### config.mk
export PLATFORM = sky130hd
export DESIGN_NAME = coax_tx_framer
export DESIGN_NICKNAME = d
export VERILOG_FILES = /design/src/rtl/coax_tx_framer.sv
export SDC_FILE = /design/constraint.sdc
export NUM_CORES = 1
export LEC_CHECK = 0
export BUFFER_PORTS_ARGS = -buffer_cell sky130_fd_sc_hd__buf_2
export CAP_MARGIN = 20
export CELL_PAD_IN_SITES_DETAIL_PLACEMENT = 2
export CELL_PAD_IN_SITES_GLOBAL_PLACEMENT = 2
export CORE_MARGIN = 10
export CORE_UTILIZATION = 39
export CTS_BUF_LIST = sky130_fd_sc_hd__clkbuf_4 sky130_fd_sc_hd__clkbuf_8
export DETAILED_ROUTE_END_ITERATION = 7
export PLACE_DENSITY = 0.89
export SLEW_MARGIN = 10
export SYNTH_ARGS = -nofsm -noshare
export SYNTH_HDL_FRONTEND = slang
export SYNTH_SLANG_ARGS = --single-unit
### constraint.sdc
create_clock -name clk -period 8.68 [get_ports clk]
set_clock_uncertainty 0.2 [all_clocks]
set_input_delay 2.17 -clock clk [delete_from_list [all_inputs] [get_ports clk]]
set_output_delay 2.17 -clock clk [all_outputs]
set_load 0.02 [all_outputs]
### src/rtl/coax_tx_framer.sv
// Transmit framer for the SPI-over-coax link: wraps each accepted word as sync + data + even
// parity and drives it as a Manchester stream with a registered line-driver enable.
module coax_tx_framer #(
  parameter int          DATA_WIDTH      = 32,
  parameter int          HALF_BIT_CYCLES = 1,
  parameter logic [7:0]  SYNC_PATTERN    = 8'hA5,
  parameter int          GAP_BITS        = 2
) (
  input  logic                  clk,
  input  logic                  rst_n,
  input  logic [DATA_WIDTH-1:0] din,
  input  logic                  din_valid,
  output logic                  din_ready,
  output logic                  tx_out,
  output logic                  tx_oe,
  output logic                  busy,
  output logic                  frame_done,
  output logic [15:0]           frame_count
);

  localparam int MAX_FIELD = (DATA_WIDTH > GAP_BITS) ? DATA_WIDTH : GAP_BITS;
  localparam int BIT_W     = $clog2(MAX_FIELD);
  localparam int HC_W      = (HALF_BIT_CYCLES > 1) ? $clog2(HALF_BIT_CYCLES) : 1;
  localparam int IDX_W     = $clog2(DATA_WIDTH);

  typedef enum logic [2:0] {IDLE, SYNC, DATA, PARITY, GAP} state_t;

  state_t                  state_q, state_d, next_field;
  logic [HC_W-1:0]         half_cnt_q, half_cnt_d;
  logic                    phase_q, phase_d;
  logic [BIT_W-1:0]        bit_cnt_q, bit_cnt_d;
  logic [DATA_WIDTH-1:0]   data_q, data_d;
  logic                    parity_q, parity_d;
  logic                    tx_out_q, tx_out_d;
  logic                    tx_oe_q, tx_oe_d;
  logic                    frame_done_q, frame_done_d;
  logic [15:0]             frame_count_q, frame_count_d;
  logic                    half_last, field_last, line_bit;
  logic [2:0]              sync_idx;
  logic [IDX_W-1:0]        data_idx;

  // Handshake: a word transfers on a rising edge where din_valid && din_ready; din_ready
  // depends on state only, and din_valid without din_ready is simply ignored.
  assign din_ready   = (state_q == IDLE);
  assign busy        = (state_q != IDLE);
  assign tx_out      = tx_out_q;
  assign tx_oe       = tx_oe_q;
  assign frame_done  = frame_done_q;
  assign frame_count = frame_count_q;

  always_comb begin
    field_last = 1'b0;
    next_field = IDLE;
    case (state_q)
      SYNC:    begin field_last = (bit_cnt_q == BIT_W'(7));            next_field = DATA;   end
      DATA:    begin field_last = (bit_cnt_q == BIT_W'(DATA_WIDTH-1)); next_field = PARITY; end
      PARITY:  begin field_last = 1'b1;                                 next_field = GAP;    end
      GAP:     begin field_last = (bit_cnt_q == BIT_W'(GAP_BITS-1));   next_field = IDLE;   end
      default: begin field_last = 1'b0;                                 next_field = IDLE;   end
    endcase
  end

  always_comb begin
    state_d    = state_q;
    half_cnt_d = half_cnt_q;
    phase_d    = phase_q;
    bit_cnt_d  = bit_cnt_q;
    data_d     = data_q;
    parity_d   = parity_q;
    half_last  = (half_cnt_q == HC_W'(HALF_BIT_CYCLES-1));
    if (state_q == IDLE) begin
      half_cnt_d = '0;
      phase_d    = 1'b0;
      bit_cnt_d  = '0;
      if (din_valid) begin
        data_d   = din;
        parity_d = ^din;
        state_d  = SYNC;
      end
    end else if (half_last) begin
      half_cnt_d = '0;
      phase_d    = ~phase_q;
      // Field changes only at the end of a bit's second half.
      if (phase_q) begin
        if (field_last) begin
          bit_cnt_d = '0;
          state_d   = next_field;
        end else begin
          bit_cnt_d = bit_cnt_q + BIT_W'(1);
        end
      end
    end else begin
      half_cnt_d = half_cnt_q + HC_W'(1);
    end
  end

  // The line flops are loaded with the half-bit for the position being entered, so the
  // first sync half appears on the same edge that accepts the word.
  always_comb begin
    sync_idx = 3'd7 - bit_cnt_d[2:0];
    data_idx = IDX_W'(DATA_WIDTH-1) - IDX_W'(bit_cnt_d);
    line_bit = 1'b0;
    tx_oe_d  = 1'b0;
    case (state_d)
      SYNC:    begin line_bit = SYNC_PATTERN[sync_idx]; tx_oe_d = 1'b1; end
      DATA:    begin line_bit = data_d[data_idx];       tx_oe_d = 1'b1; end
      PARITY:  begin line_bit = parity_d;               tx_oe_d = 1'b1; end
      default: begin line_bit = 1'b0;                   tx_oe_d = 1'b0; end
    endcase
    tx_out_d      = tx_oe_d & (line_bit ^ phase_d);
    frame_done_d  = (state_q == PARITY) && (state_d == GAP);
    frame_count_d = frame_count_q;
    if (frame_done_d) frame_count_d = frame_count_q + 16'd1;
  end

  always_ff @(posedge clk or negedge rst_n) begin
    if (!rst_n) begin
      state_q       <= IDLE;
      half_cnt_q    <= '0;
      phase_q       <= 1'b0;
      bit_cnt_q     <= '0;
      data_q        <= '0;
      parity_q      <= 1'b0;
      tx_out_q      <= 1'b0;
      tx_oe_q       <= 1'b0;
      frame_done_q  <= 1'b0;
      frame_count_q <= '0;
    end else begin
      state_q       <= state_d;
      half_cnt_q    <= half_cnt_d;
      phase_q       <= phase_d;
      bit_cnt_q     <= bit_cnt_d;
      data_q        <= data_d;
      parity_q      <= parity_d;
      tx_out_q      <= tx_out_d;
      tx_oe_q       <= tx_oe_d;
      frame_done_q  <= frame_done_d;
      frame_count_q <= frame_count_d;
    end
  end

endmodule

Word-level counts from Yosys, hierarchy flattened
Memory sizes are Yosys's and may differ from the RTL's.
Cells that the tools add are included.
{"block": "totals", "reg_bits": 62, "rom_bits": 8, "inputBits": 35, "out_inout_bits": 21, "elab_cells": 61, "memories": 1}
{"memory": "(no name shown)", "words": 8, "word_bits": 1, "read_ports": 1, "rd_ports_with_merged_regs": 0, "wr": 0, "line": "105", "rtl": "SYNC: begin line_bit = SYNC_PATTERN[sync_idx]; tx_oe_d = 1'b1; end"}
{"block": "classes", "n_addsub": 5, "n_lt_le_gt_ge": 2, "n_eq_ne": 11, "mux": 24, "n_bitwise": 3, "n_reduce_logical": 5}
{"op": "32-bit two-way mux", "count": 2}
{"op": "32-bit parity", "count": 1}
{"op": "5-bit two-way mux", "count": 4}
{"op": "16-bit by 1-bit adder with 16-bit output, second input constant", "count": 1}
{"op": "3-bit two-way mux", "count": 5}
{"op": "3-bit by 2-bit equality test with 1-bit output, second input constant", "count": 4}
{"op": "1-bit two-way mux", "count": 9}
{"op": "3-bit case mux with 3 select lines", "count": 1}
{"op": "3-bit by 1-bit equality test with 1-bit output, second input constant", "count": 2}
{"op": "3-bit equality test, second input constant", "count": 2}
{"op": "5-bit by 6-bit < comparator with 1-bit output, second input constant", "count": 1}
{"op": "5-bit by 1-bit adder with 5-bit output, second input constant", "count": 1}
{"op": "1-bit binary-select mux with 5-bit select", "count": 1}
{"op": "5-bit by 1-bit equality test with 1-bit output, second input constant", "count": 1}
{"op": "5-bit by 3-bit equality test with 1-bit output, second input constant", "count": 1}
{"op": "5-bit equality test, second input constant", "count": 1}
{"op": "5-bit subtractor, first input constant", "count": 1}
{"op": "3-bit by 4-bit < comparator with 1-bit output, second input constant", "count": 1}
{"op": "1-bit case mux with 4 select lines", "count": 1}
{"op": "3-bit logical NOT", "count": 1}
{"op": "1-bit case mux with 3 select lines", "count": 1}
{"op": "3-bit nonzero test", "count": 1}
{"op": "3-bit OR reduction", "count": 1}
{"op": "3-bit subtractor, first input constant", "count": 1}
{"op": "other kinds (5)", "count": 5}

Longest topological paths before layout
Gate-level depths: netlist of the first run.
{"block": "depth", "depth_word": 12, "depth_mapped": 12, "depth_no_buf": 11}

Worst setup path before layout of the first run
No wires, ideal clock.
{"block": "synth_timing", "path_type": "input to register", "startpoint": "input port din_valid", "endpoint": "register tx_out_q (netlist: tx_out)", "setup_ns": 0.125, "t_arrival_ns": 3.730, "required_ns": 8.355, "setup_slack_ns": 4.625, "path_stages": 9, "path_buffers": 1, "path_cell_list": "inv_1 -> nor4_2 -> clkbuf_1 -> nor2_1 -> mux2_2 -> o22ai_1 -> o211ai_2 -> nand3_2 -> mux2_4"}
{"block": "synth_between", "elab_chain_len": 7, "elab_cells_between_ends": 16, "classes_between": "3 x eq/ne; 10 x mux; 2 x bitwise; 1 x reduce/logical"}
{"element": "from (decl)", "line": "12", "rtl": "input logic din_valid,"}
{"element": "32-bit two-way mux", "line": "75", "rtl": "if (din_valid) begin"}
{"element": "32-bit two-way mux", "line": "71", "rtl": "if (state_q == IDLE) begin"}
{"element": "1-bit binary-select mux with 5-bit select", "line": "106", "rtl": "DATA: begin line_bit = data_d[data_idx]; tx_oe_d = 1'b1; end"}
{"element": "1-bit two-way mux (implied by the code)", "line": "106"}
{"element": "1-bit case mux with 3 select lines", "line": "104", "rtl": "case (state_d)"}
{"element": "1-bit XOR", "line": "110", "rtl": "tx_out_d = tx_oe_d & (line_bit ^ phase_d);"}
{"element": "1-bit AND (*)", "line": "110"}
{"element": "net tx_out_d", "line": "34", "rtl": "logic tx_out_q, tx_out_d;"}
{"element": "to (signal assigned)", "line": "135", "rtl": "tx_out_q <= tx_out_d;"}
{"element": "to (decl)", "line": "34"}
Mark *: on every way through the listed nets, which the timed path passes. The rest lies on a longest branch. The select of a mux whose other input is x is not followed.
A chain may end at the register's enable or synchronous reset.

Worst setup path after layout of the first run
Same ends and word-level chain as after synthesis.

==> impl_results.md, run 1 <==
- Setup TNS: 0 ns
- Hold WC Path Type: register to register
- Antenna-violating nets left: 0
- Clk pwr share: 21.2%
- R2R Path Start: state_q[1]
- Total core area: around 8300 um2
- Via density: 5.447
- Syn Area/Cell: ~9.4 um2
- Worst path arrival time: 4.41 ns
- Hold buffer count at cts: 0
- Worst Path Required: approximately 8.7 ns
- Yosys top cell by area: dfrtp_1
- Initial Util: 40.65%
- Register clock-pin slew on the reported worst setup and hold paths: 0.07 ns
- Largest cells by area after synthesis: dfrtp_1 (45%), nand2_1 (13%), xnor2_1 (11%), mux2i_1 (3.5%), xor2_1 (2.6%)
- Internal reg-to-reg setup slack: 5.13 ns
- Net Sw Power: slightly above 0.0006 W
- Switching Share: 41.32%
- Hold endpoint: frame_count[15]
- Site Rows: 33
- Synth Instances: 360
- Die X: 113.2 um
- CTS tree: yes
- P_leak: roughly 2.0 nW
- Area growth syn-to-layout: 17.75%
- Storage element area: 1526 um2
- Reg power frac: approximately 32%
- Clock sinks: 61
- # diodes: 0
- Maximum vdd ir drop: 0.1280 mV
- Crit Path Max Fanout: 35
- Count leader, synth: nand2_1
- Final HPWL DP: 7422 um
- Num CTS Buffers: 9
- Ports: 56
- Root Driver: clkbuf_8
- Final Max Tran Viols: 0
- IO Port Bufs: between 50 and 60
- Ys async rst share: 100.0%
- Routed wire length: 10710 um
- Die Area: 12820 um2
- GR Util All Layers: 17.29%
- Vias in the first global route: ~3300
- #FFs+latches synth: between 60 and 70
- H-tree depth: 3
- Ys flop type: dfrtp_1
- Post-route non-filler standard cell count: 526
- Power Internal: between 0.0008 and 0.0009 W
- Initial antenna violation count: 0
- Setup Buffers After CTS: 0
- Chip Height: 113.2 um
- CP Capture Type: register
- # DRC: 0
- Max Cap Viol: 0
- Worst reg2reg path depth: 12
- Core Util, Final: 47.87%
- CP startpoint kind: primary input
- Sequential area share after synthesis: 45.02%
- Min Tclk post-route: 4.376 ns
- Largest net degree at the start of global routing: 62
- Final #Nets: 453
- Clk_lat worst skew: between 0.3 and 0.4 ns
- First-pass GRT wire length: between 15000 and 20000 um
- Final hold viol count: 0
- Footprint of the multi-input gates: 1752 um2
- Bufs on Longest Clock Path: 2
- Wire per inst: 20.36 um
- Hold Crit Depth: 1
- Least-Margin Pin Slew: 0.8037 ns
- Logic pwr share: 46.7%
- Synth top area share: 45.02%
- PwrDens: 368.6 nW/um2
- GR Overflow Total: 0
- Hold Path Origin: frame_count[15]
- Crit share post-route: 50.41%
- Max Clock Freq: 228.5 MHz
- Setup repair after global routing missed its margin: no
- Filler Cell Count: 892
- CP Class: primary input to register
- Share of cells above drive strength 1: 23.99%
- Dpl cells: 510
- Initial DRC count: 107
- Post_cts resized: 0
- Area of the mapped netlist: 3391 um2
- Netlist cell types: 52
- Number of flops mapped to enable cells by yosys: 0
- Routed via count: 2865
- Top post-synthesis cells by count: nand2_1 (118), dfrtp_1 (61), xnor2_1 (42)
- First-pass DRT Iterations: 4
- Final setup fails: 0
- Worst slew margin relative to its limit: 46.42%
- Syn Nets: around 400
- Reg-to-reg endpoint: tx_out
- YS warnings: 0
- Worst hold slack: roughly 0.27 ns
- GPL Wtd Cong: 0.7945
- Outcome: finished, final reports clean
[cells in the final DEF, fill, tap and decap left out, drive strengths merged, types with 2 or more instances in the layout]
cell and instances:
inv 9, nor3 5, o21ai 5, xnor2 42, nand4 7, nand2 119, nor2 15, a21oi 11
clkbuf 13, nand3b 3, dfrtp 61, nand3 9, o22ai 2, bufinv 2, mux2 7, nor3b 3
buf 58, o211ai 6, xor2 10, ha 2, mux2i 12
[flip-flops by register name, summed over array words and instances, names as in the netlist]
register and flops:
bit_cnt_q 5, data_q 32, frame_count 16, frame_done 1, parity_q 1, phase_q 1, state_q 3, tx_oe 1
tx_out 1
[layer usage]
layer / GRT usage [%] / up-vias / part of all wire [%]
met5: 0 / - / 0
met4: 6.261 / 0 / 2.4
met3: 4.490 / 16 / 4.0
met2: 31.18 / 59 / 54
met1: 19.04 / 1481 / 40
li1: - / 1309 / -
[worst max path at each step]
stage	slack, ns	to	cells after the start	start
after floorplan	4.62	tx_out	9	din_valid
after global placement	4.10	tx_out	9	din_valid
after detailed placement	4.04	tx_out	9	din_valid
after CTS	4.33	tx_out	9	din_valid
after global routing	4.14	tx_out	9	din_valid
final	4.30	tx_out	9	din_valid
[final cells by class]
type	instances	area share, %
flip-flops and latches	61	38.23
well taps	105	3.291
repair buffers	58	7.647
clock inverters	3	1.630
inverters	9	0.8461
clock buffers	13	4.481
multi-input cells	277	43.87
[power groups by stage]
stage	sequential, W	clock, W	combinational, W
after floorplan	0.000439	0	0.000521
after global placement	0.000464	0	0.000622
after detailed placement	0.000473	0	0.000675
after CTS	0.000472	0.000319	0.000699
after global routing	0.000485	0.000329	0.000765
final	0.000472	0.000312	0.000688
[critical path, stage by stage]
cell and delay, ns:
buf_2 0.10, nand3b_2 0.56, nand2_1 0.31, o211ai_1 0.13
mux2i_1 0.18, a221oi_1 0.14, a2111o_1 0.41, nand3_2 0.10
mux2_4 0.30
[per-stage QoR]
| step | power (W) | setup WS (ns) | instance area, um2 |
|---|---|---|---|
| 2_1_floorplan | 0.0009602 | 4.625 | 3391 |
| 3_3_place_gp | 0.001085 | 4.104 | 3734 |
| 3_5_place_dp | 0.001148 | 4.043 | 3749 |
| 4_1_cts | 0.001490 | 4.329 | 3993 |
| 5_1_grt | 0.001578 | 4.145 | 3993 |
| 6_report | 0.001472 | 4.304 | 3993 |
[logic make-up after synthesis]
logic type | count (synthesis) | synth area share, %
DFF | 61 | 45.02
adders and majority gates | 2 | 0.7379
buffers and inverters | 22 | 3.579
AOI/OAI and AO/OA | 34 | 8.008
xor gates and xnor gates | 52 | 13.43
muxes | 19 | 6.089
and+or+nand+nor | 170 | 23.14
Note: power is estimated with default switching activity, not from simulation.
==> inputs of run 2 (changes only) <==
--- a/config.mk
+++ b/config.mk
@@ -10,10 +10,10 @@
 export CELL_PAD_IN_SITES_DETAIL_PLACEMENT = 2
 export CELL_PAD_IN_SITES_GLOBAL_PLACEMENT = 2
 export CORE_MARGIN = 10
-export CORE_UTILIZATION = 39
+export CORE_UTILIZATION = 33
 export CTS_BUF_LIST = sky130_fd_sc_hd__clkbuf_4 sky130_fd_sc_hd__clkbuf_8
 export DETAILED_ROUTE_END_ITERATION = 7
-export PLACE_DENSITY = 0.89
+export PLACE_DENSITY = 0.8
 export SLEW_MARGIN = 10
 export SYNTH_ARGS = -nofsm -noshare
 export SYNTH_HDL_FRONTEND = slang
==> constraint.sdc (replaced) <==
create_clock -name clk -period 4 [get_ports clk]
set_clock_uncertainty 0.2 [all_clocks]
set_input_delay 1 -clock clk [delete_from_list [all_inputs] [get_ports clk]]
set_output_delay 1 -clock clk [all_outputs]
set_load 0.02 [all_outputs]
==> run 2 against run 1 <==
Sequential power increased by 120%. Global-route usage fell by 3.2 points. Critical path depth increased by 2. Via count shrank 3.9%. Largest cell class unchanged. Highest routed layer unchanged.
==> impl_results.md, run 2 (synthesis results as in run 1) <==
- GPL Wtd Cong: 0.8260 (+4.0%)
- CP most frequent cell: nand3_2
- Wire per inst: 17.99 um (-12%)
- Area growth syn-to-layout: 17.60%
- Biggest register: data_q
- CTS tree: yes
- Internal reg-to-reg setup slack: 0.65 ns (-4.48 ns)
- Final Max Tran Viols: 0 (unchanged)
- Initial Util: 34.22% (-6.4 points)
- Final #Nets: 455 (+0.44%)
- Final hold viol count: 0 (unchanged)
- Most frequent cells in the layout: nand2_1 (118), dfrtp_1 (61), buf_2 (55), xnor2_1 (42), nor2_1 (15)
- Clk pwr share: 18.5% (-2.7 points)
- P_leak: 1.959 nW (-0.84%)
- Initial DRC count: 108 (+0.93%)
- PwrDens: 755.3 nW/um2 (+100%)
- Final setup fails: 0 (unchanged)
- Worst slew margin relative to its limit: 60.84% (+14 points)
- Hold Crit Depth: 1 (unchanged)
- CP max stage delay: 0.57 ns (about the same)
- Initial antenna violation count: 0 (unchanged)
- Critical path's top delay family: compound AO/OA/AOI/OAI gates
- H-tree depth: 3 (unchanged)
- CP Class: register to register
- DP Area: 3791 um2 (+1.1%)
- Max Cap Viol: 0 (unchanged)
- Worst hold slack: 0.2708 ns (-0.002517 ns)
- Clock sinks: 61 (unchanged)
- Min Tclk post-route: 3.352 ns
- Routed via count: 2752 (-3.9%)
- GR Util All Layers: 14.10% (-3.2 points)
- Least-Margin Pin Slew: 0.5843 ns (-0.2194 ns)
- Net Sw Power: 0.001262 W (+110%)
- Total core area: 9910 um2 (+19%)
- Worst-path cell chain: nor2b_1, nand3_2, inv_2, nor3_4, buf_4, mux2_2, o21ai_0, a32oi_1, a2111o_1, nand3_2, mux2_4
- First-pass DRT Iterations: 4 (unchanged)
- Crit share post-route: 83.80%
- Num CTS Buffers: 9 (unchanged)
- Maximum vdd ir drop: 0.2585 mV (+100%)
- CP startpoint kind: register
- R2R Path Start: state_q[1]
- Antenna-violating nets left: 0 (unchanged)
- Ports: 56 (unchanged)
- Hold Path Origin: frame_count[15]
- Site Rows: 36 (+9.1%)
- Setup TNS: 0 ns (unchanged)
- Crit Path Max Fanout: 22 (-37%)
- GR Overflow Total: 0 (unchanged)
- CP bufs+invs: 2 (+1)
- Die X: 121.4 um (+7.2%)
- Commonest non-fill, non-tap cell in the layout: nand2_1
- Reg power frac: 33.7% (+1.7 points)
- Switching Share: 41.91% (+0.59 points)
- Chip Height: 121.4 um (+7.2%)
- Logic pwr share: 47.7% (+1.0 points)
- Final HPWL DP: 7270 um (-2.0%)
- Root Driver: clkbuf_8
- Worst path arrival time: 3.38 ns (-1.03 ns)
- Worst reg2reg path depth: 11 (-1)
- Largest net degree at the start of global routing: 43 (-31%)
- Setup repair after global routing missed its margin: no
- Power Internal: 0.001750 W (+100%)
- Die Area: 14730 um2 (+15%)
- Final Power: 0.003012 W (+100%)
- Bufs on Longest Clock Path: 2 (unchanged)
- Worst Path Required: 4.03 ns (-4.68 ns)
- Setup Buffers After CTS: 0 (unchanged)
- Hold endpoint: frame_count[15]
- Max Clock Freq: roughly 300 MHz
- Share of cells above drive strength 1: 24.17% (+0.18 points)
- Hold buffer count at cts: 0 (unchanged)
- Clk_lat worst skew: 0.34 ns (about the same)
- Final Cell Area: 3988 um2 (-0.13%)
- Worst path slowest cell: dfrtp_1
- Reg-to-reg endpoint: tx_out
- Routed wire length: 10000 um (-6.6%)
- IO Port Bufs: 55 (unchanged)
- First-pass GRT wire length: 16630 um (-7.2%)
- Outcome: finished, final reports clean
- Vias in the first global route: 3149 (-4.3%)
- CP Capture Type: register
- Via density: 4.950 (-9.1%)
- Hold WC Path Type: register to register
- Post_cts resized: 0 (unchanged)
- # DRC: 0 (unchanged)
- Register clock-pin slew on the reported worst setup and hold paths: 0.07 ns (about the same)
- Max FFs per register: 32 (unchanged)
## run 2: metal layers
| layer | up-vias | track usage (%) | part of all wire, % |
|---|---|---|---|
| met5 | - | 0 | 0 |
| met4 | 0 | 3.875 | 0.59 |
| met3 | 6 | 3.397 | 3.0 |
| met2 | 35 | 24.73 | 52 |
| met1 | 1401 | 16.70 | 44 |
| li1 | 1310 | - | - |
## run 2: cell type report
type	count	area (um2)
Clock buffer	11	145.1
Fill cell	1147	5922
Tap cell	133	166.4
Inverter	9	33.78
Antenna cell	1	2.502
Sequential cell	61	1526
Multi-Input combinational cell	277	1752
Clock inverter	4	48.80
Timing Repair Buffer	60	312.8
## run 2: worst register-to-register path, delay by kind of cell, from the launching register on
kind / cells / cell delay (ns)
AND/OR/NAND/NOR: 4 / 0.64
multiplexers: 2 / 0.68
buffers and inverters: 2 / 0.46
flip-flops: 1 / 0.57
AO/OA/AOI/OAI: 3 / 0.70
## run 2: worst max path at each step
stage / start / to / slack (ns) / cells past startpoint
2_1_floorplan: din_valid / tx_out / 1.11 / 9
3_3_place_gp: din_valid / tx_out / 0.74 / 9
3_5_place_dp: din_valid / tx_out / 0.68 / 9
4_1_cts: state_q[1] / tx_out / 0.65 / 11
5_1_grt: state_q[1] / tx_out / 0.40 / 11
6_report: state_q[1] / tx_out / 0.65 / 11
## run 2: power groups by stage
stage	Combinational, W	Sequential (W)	Clock, W
after floorplan	0.00113	0.000952	0
after global placement	0.00137	0.00101	0
after detailed placement	0.00142	0.00103	0
after CTS	0.00146	0.00102	0.000575
after global routing	0.00161	0.00104	0.000600
final	0.00144	0.00102	0.000558
## run 2: per-stage QoR
stage / instances / setup slack, ns / utilization (%)
after CTS: 555 / 0.6550 / 40.21
after global placement: 540 / 0.7390 / 38.26
after floorplan: 360 / 1.115 / -
after global routing: 555 / 0.4016 / 40.21
final: 556 / 0.6481 / 40.24
after detailed placement: 540 / 0.6794 / 38.26
==> inputs of run 3 (changes only) <==
--- a/config.mk
+++ b/config.mk
@@ -10,10 +10,10 @@
 export CELL_PAD_IN_SITES_DETAIL_PLACEMENT = 2
 export CELL_PAD_IN_SITES_GLOBAL_PLACEMENT = 2
 export CORE_MARGIN = 10
-export CORE_UTILIZATION = 33
+export CORE_UTILIZATION = 36
 export CTS_BUF_LIST = sky130_fd_sc_hd__clkbuf_4 sky130_fd_sc_hd__clkbuf_8
 export DETAILED_ROUTE_END_ITERATION = 7
-export PLACE_DENSITY = 0.8
+export PLACE_DENSITY = 0.83
 export SLEW_MARGIN = 10
 export SYNTH_ARGS = -nofsm -noshare
 export SYNTH_HDL_FRONTEND = slang
==> constraint.sdc (replaced) <==
create_clock -name clk -period 3.5 [get_ports clk]
set_clock_uncertainty 0.2 [all_clocks]
set_input_delay 0.875 -clock clk [delete_from_list [all_inputs] [get_ports clk]]
set_output_delay 0.875 -clock clk [all_outputs]
set_load 0.02 [all_outputs]
==> run 3 against run 2 <==
Clock power increased by 16%. Clock-buffer cell count increased by 1. Core utilization increased by 3.3 points. Combinational power increased by 22%. Critical path type unchanged. Largest cell class unchanged. Highest routed layer unchanged.
==> impl_results.md, run 3 (synthesis results as in run 1) <==
- Initial Util: 36.87% (+2.7 points)
- Outcome: finished, final reports clean
- CP Class: register to register
- CP max stage delay: 0.67 ns (+0.10 ns)
- GR Overflow Total: 0 (unchanged)
- Register clock-pin slew on the reported worst setup and hold paths: 0.07 ns (about the same)
- CP most frequent cell: nand3_2
- Num CTS Buffers: 9 (unchanged)
- Antenna-violating nets left: 0 (unchanged)
- Routed wire length: 10230 um (+2.3%)
- Final setup fails: 0 (unchanged)
- Final hold viol count: 0 (unchanged)
- Share of cells above drive strength 1: 24.71% (+0.54 points)
- Die Area: 13700 um2 (-7.0%)
- GPL Wtd Cong: 0.7617 (-7.8%)
- Setup TNS: 0 ns (unchanged)
- Worst-path cell chain: nor2b_1, nand3_2, inv_2, nor3_4, buf_12, mux2_2, o21ai_0, a32oi_1, a2111o_1, nand3_2, mux2_4
- Pre-CTS setup slack: 0.2781 ns (-0.4012 ns)
- P_leak: 1.976 nW (+0.86%)
- Hold buffer count at cts: 0 (unchanged)
- Max Cap Viol: 0 (unchanged)
- Bufs on Longest Clock Path: 2 (unchanged)
- Max FFs per register: 32 (unchanged)
- Final #Nets: 457 (+0.44%)
- Total core area: 9196 um2 (-7.2%)
- GR Util All Layers: 15.85% (+1.7 points)
- Worst path slowest cell: dfrtp_1
- CTS tree: yes
- Max Clock Freq: 304.7 MHz (+2.1%)
- Worst path arrival time: 3.31 ns (-0.07 ns)
- PwrDens: 884.5 nW/um2 (+17%)
- Final HPWL DP: 7558 um (+4.0%)
- Most frequent cells in the layout: nand2_1 (118), dfrtp_1 (61), buf_2 (55), xnor2_1 (42), nor2_1 (15)
- Largest net degree at the start of global routing: 53 (+23%)
- Core Util, Final: 43.54% (+3.3 points)
- Worst Path Required: 3.53 ns (-0.50 ns)
- Crit Path Max Fanout: 22 (unchanged)
- Wire per inst: 19.09 um (+6.1%)
- First-pass DRT Iterations: 4 (unchanged)
- # DRC: 0 (unchanged)
- Maximum vdd ir drop: 0.3565 mV (+38%)
- Crit share post-route: 93.77% (+10 points)
- CP Capture Type: register
- Vias in the first global route: 3163 (+0.44%)
- Site Rows: 35 (-2.8%)
- Setup Buffers After CTS: 0 (unchanged)
- Clock sinks: 61 (unchanged)
- Area growth syn-to-layout: 18.08%
- Ports: 56 (unchanged)
- Setup repair after global routing missed its margin: no
- Commonest non-fill, non-tap cell in the layout: nand2_1
- First-pass GRT wire length: 16820 um (+1.2%)
- Final Max Tran Viols: 0 (unchanged)
- Chip Height: 117.1 um (-3.6%)
- Initial antenna violation count: 0 (unchanged)
- Post_cts resized: 0 (unchanged)
- Die X: 117.1 um (-3.6%)
- IO Port Bufs: 55 (unchanged)
- Worst slew margin relative to its limit: 54.35% (-6.5 points)
- Setup ws final: 0.2181 ns (-0.4300 ns)
- Via density: 5.181 (+4.7%)
- CP startpoint kind: register
- Filler Cell Count: 1005 (-12%)
- H-tree depth: 3 (unchanged)
- Biggest register: data_q
- Routed via count: 2777 (+0.91%)
- Clk_lat worst skew: 0.34 ns (about the same)
- Least-Margin Pin Slew: 0.6848 ns (+0.1005 ns)
- Initial DRC count: 131 (+21%)
- Root Driver: clkbuf_8
- Hold WC Path Type: primary input to async pin
- # diodes: 0 (-1)
- Min Tclk post-route: 3.282 ns (-0.07003 ns)
==> run 3: cell count changes in the layout (fill, tap and decap cells not counted) <==
cell / change
clkinv_4: -1
clkinvlp_4: +1
diode_2: -1
buf_12: +2
clkbuf_4: +1
==> run 3: worst paths after layout <==
check | start | to | slack [ns] | cells after the start
setup / recovery | state_q[1] | tx_out | 0.22 | 11
hold / removal | rst_n | frame_count[3] | 0.17 | 1
setup reg to reg | state_q[1] | tx_out | 0.22 | 11
hold reg to reg | frame_count[15] | frame_count[15] | 0.27 | 1
max in group asynchronous | rst_n | data_q[30] | 1.99 | 2
min in group clk | frame_count[15] | frame_count[15] | 0.27 | 1
==> run 3: metrics by stage <==
step                hold WS [ns]  total power [W]  cells  area [um2]
floorplan                 0.2391         0.002381    360        3391
CTS                       0.1600         0.003584    536        4004
global placement          0.2518         0.002778    520        3804
finish                    0.1718         0.003541    536        4004
detailed placement        0.2665         0.002885    520        3804
global route              0.1686         0.003817    536        4004
==> run 3: final cells by class <==
class	count	area, um2	area share, %
repair buffers	62	352.8	8.812
inverters	9	33.78	0.8438
multi-input cells	277	1752	43.75
clock buffers	12	152.6	3.812
clock inverters	4	47.55	1.188
well taps	111	138.9	3.469
flip-flops and latches	61	1526	38.12
==> run 3: worst max-delay path, delay by kind of cell (launching register included) <==
family	cells	cell delay (ns)
AOI/OAI and AO/OA	3	0.73
buffers and inverters	2	0.39
DFF	1	0.67
muxes	2	0.59
and+or+nand+nor	4	0.58
==> run 3: metal layers <==
layer  wire length [um]  GRT usage [%]  vias up  part of all wire [%]
met4                111          5.107        0                   1.1
met3                258          3.211       12                   2.5
met1               4294          18.09     1423                    42
met2               5567          28.83       32                    54
met5                  0              0        -                     0
li1                   -              -     1310                     -
==> run 3: power by group <==
group	total [W]	switching (W)	internal, W
clock	0.000648	0.000286	0.000362
combinational	0.00175	0.000988	0.000758
sequential	0.00115	0.000203	0.000945
total	0.00354	0.00148	0.00207
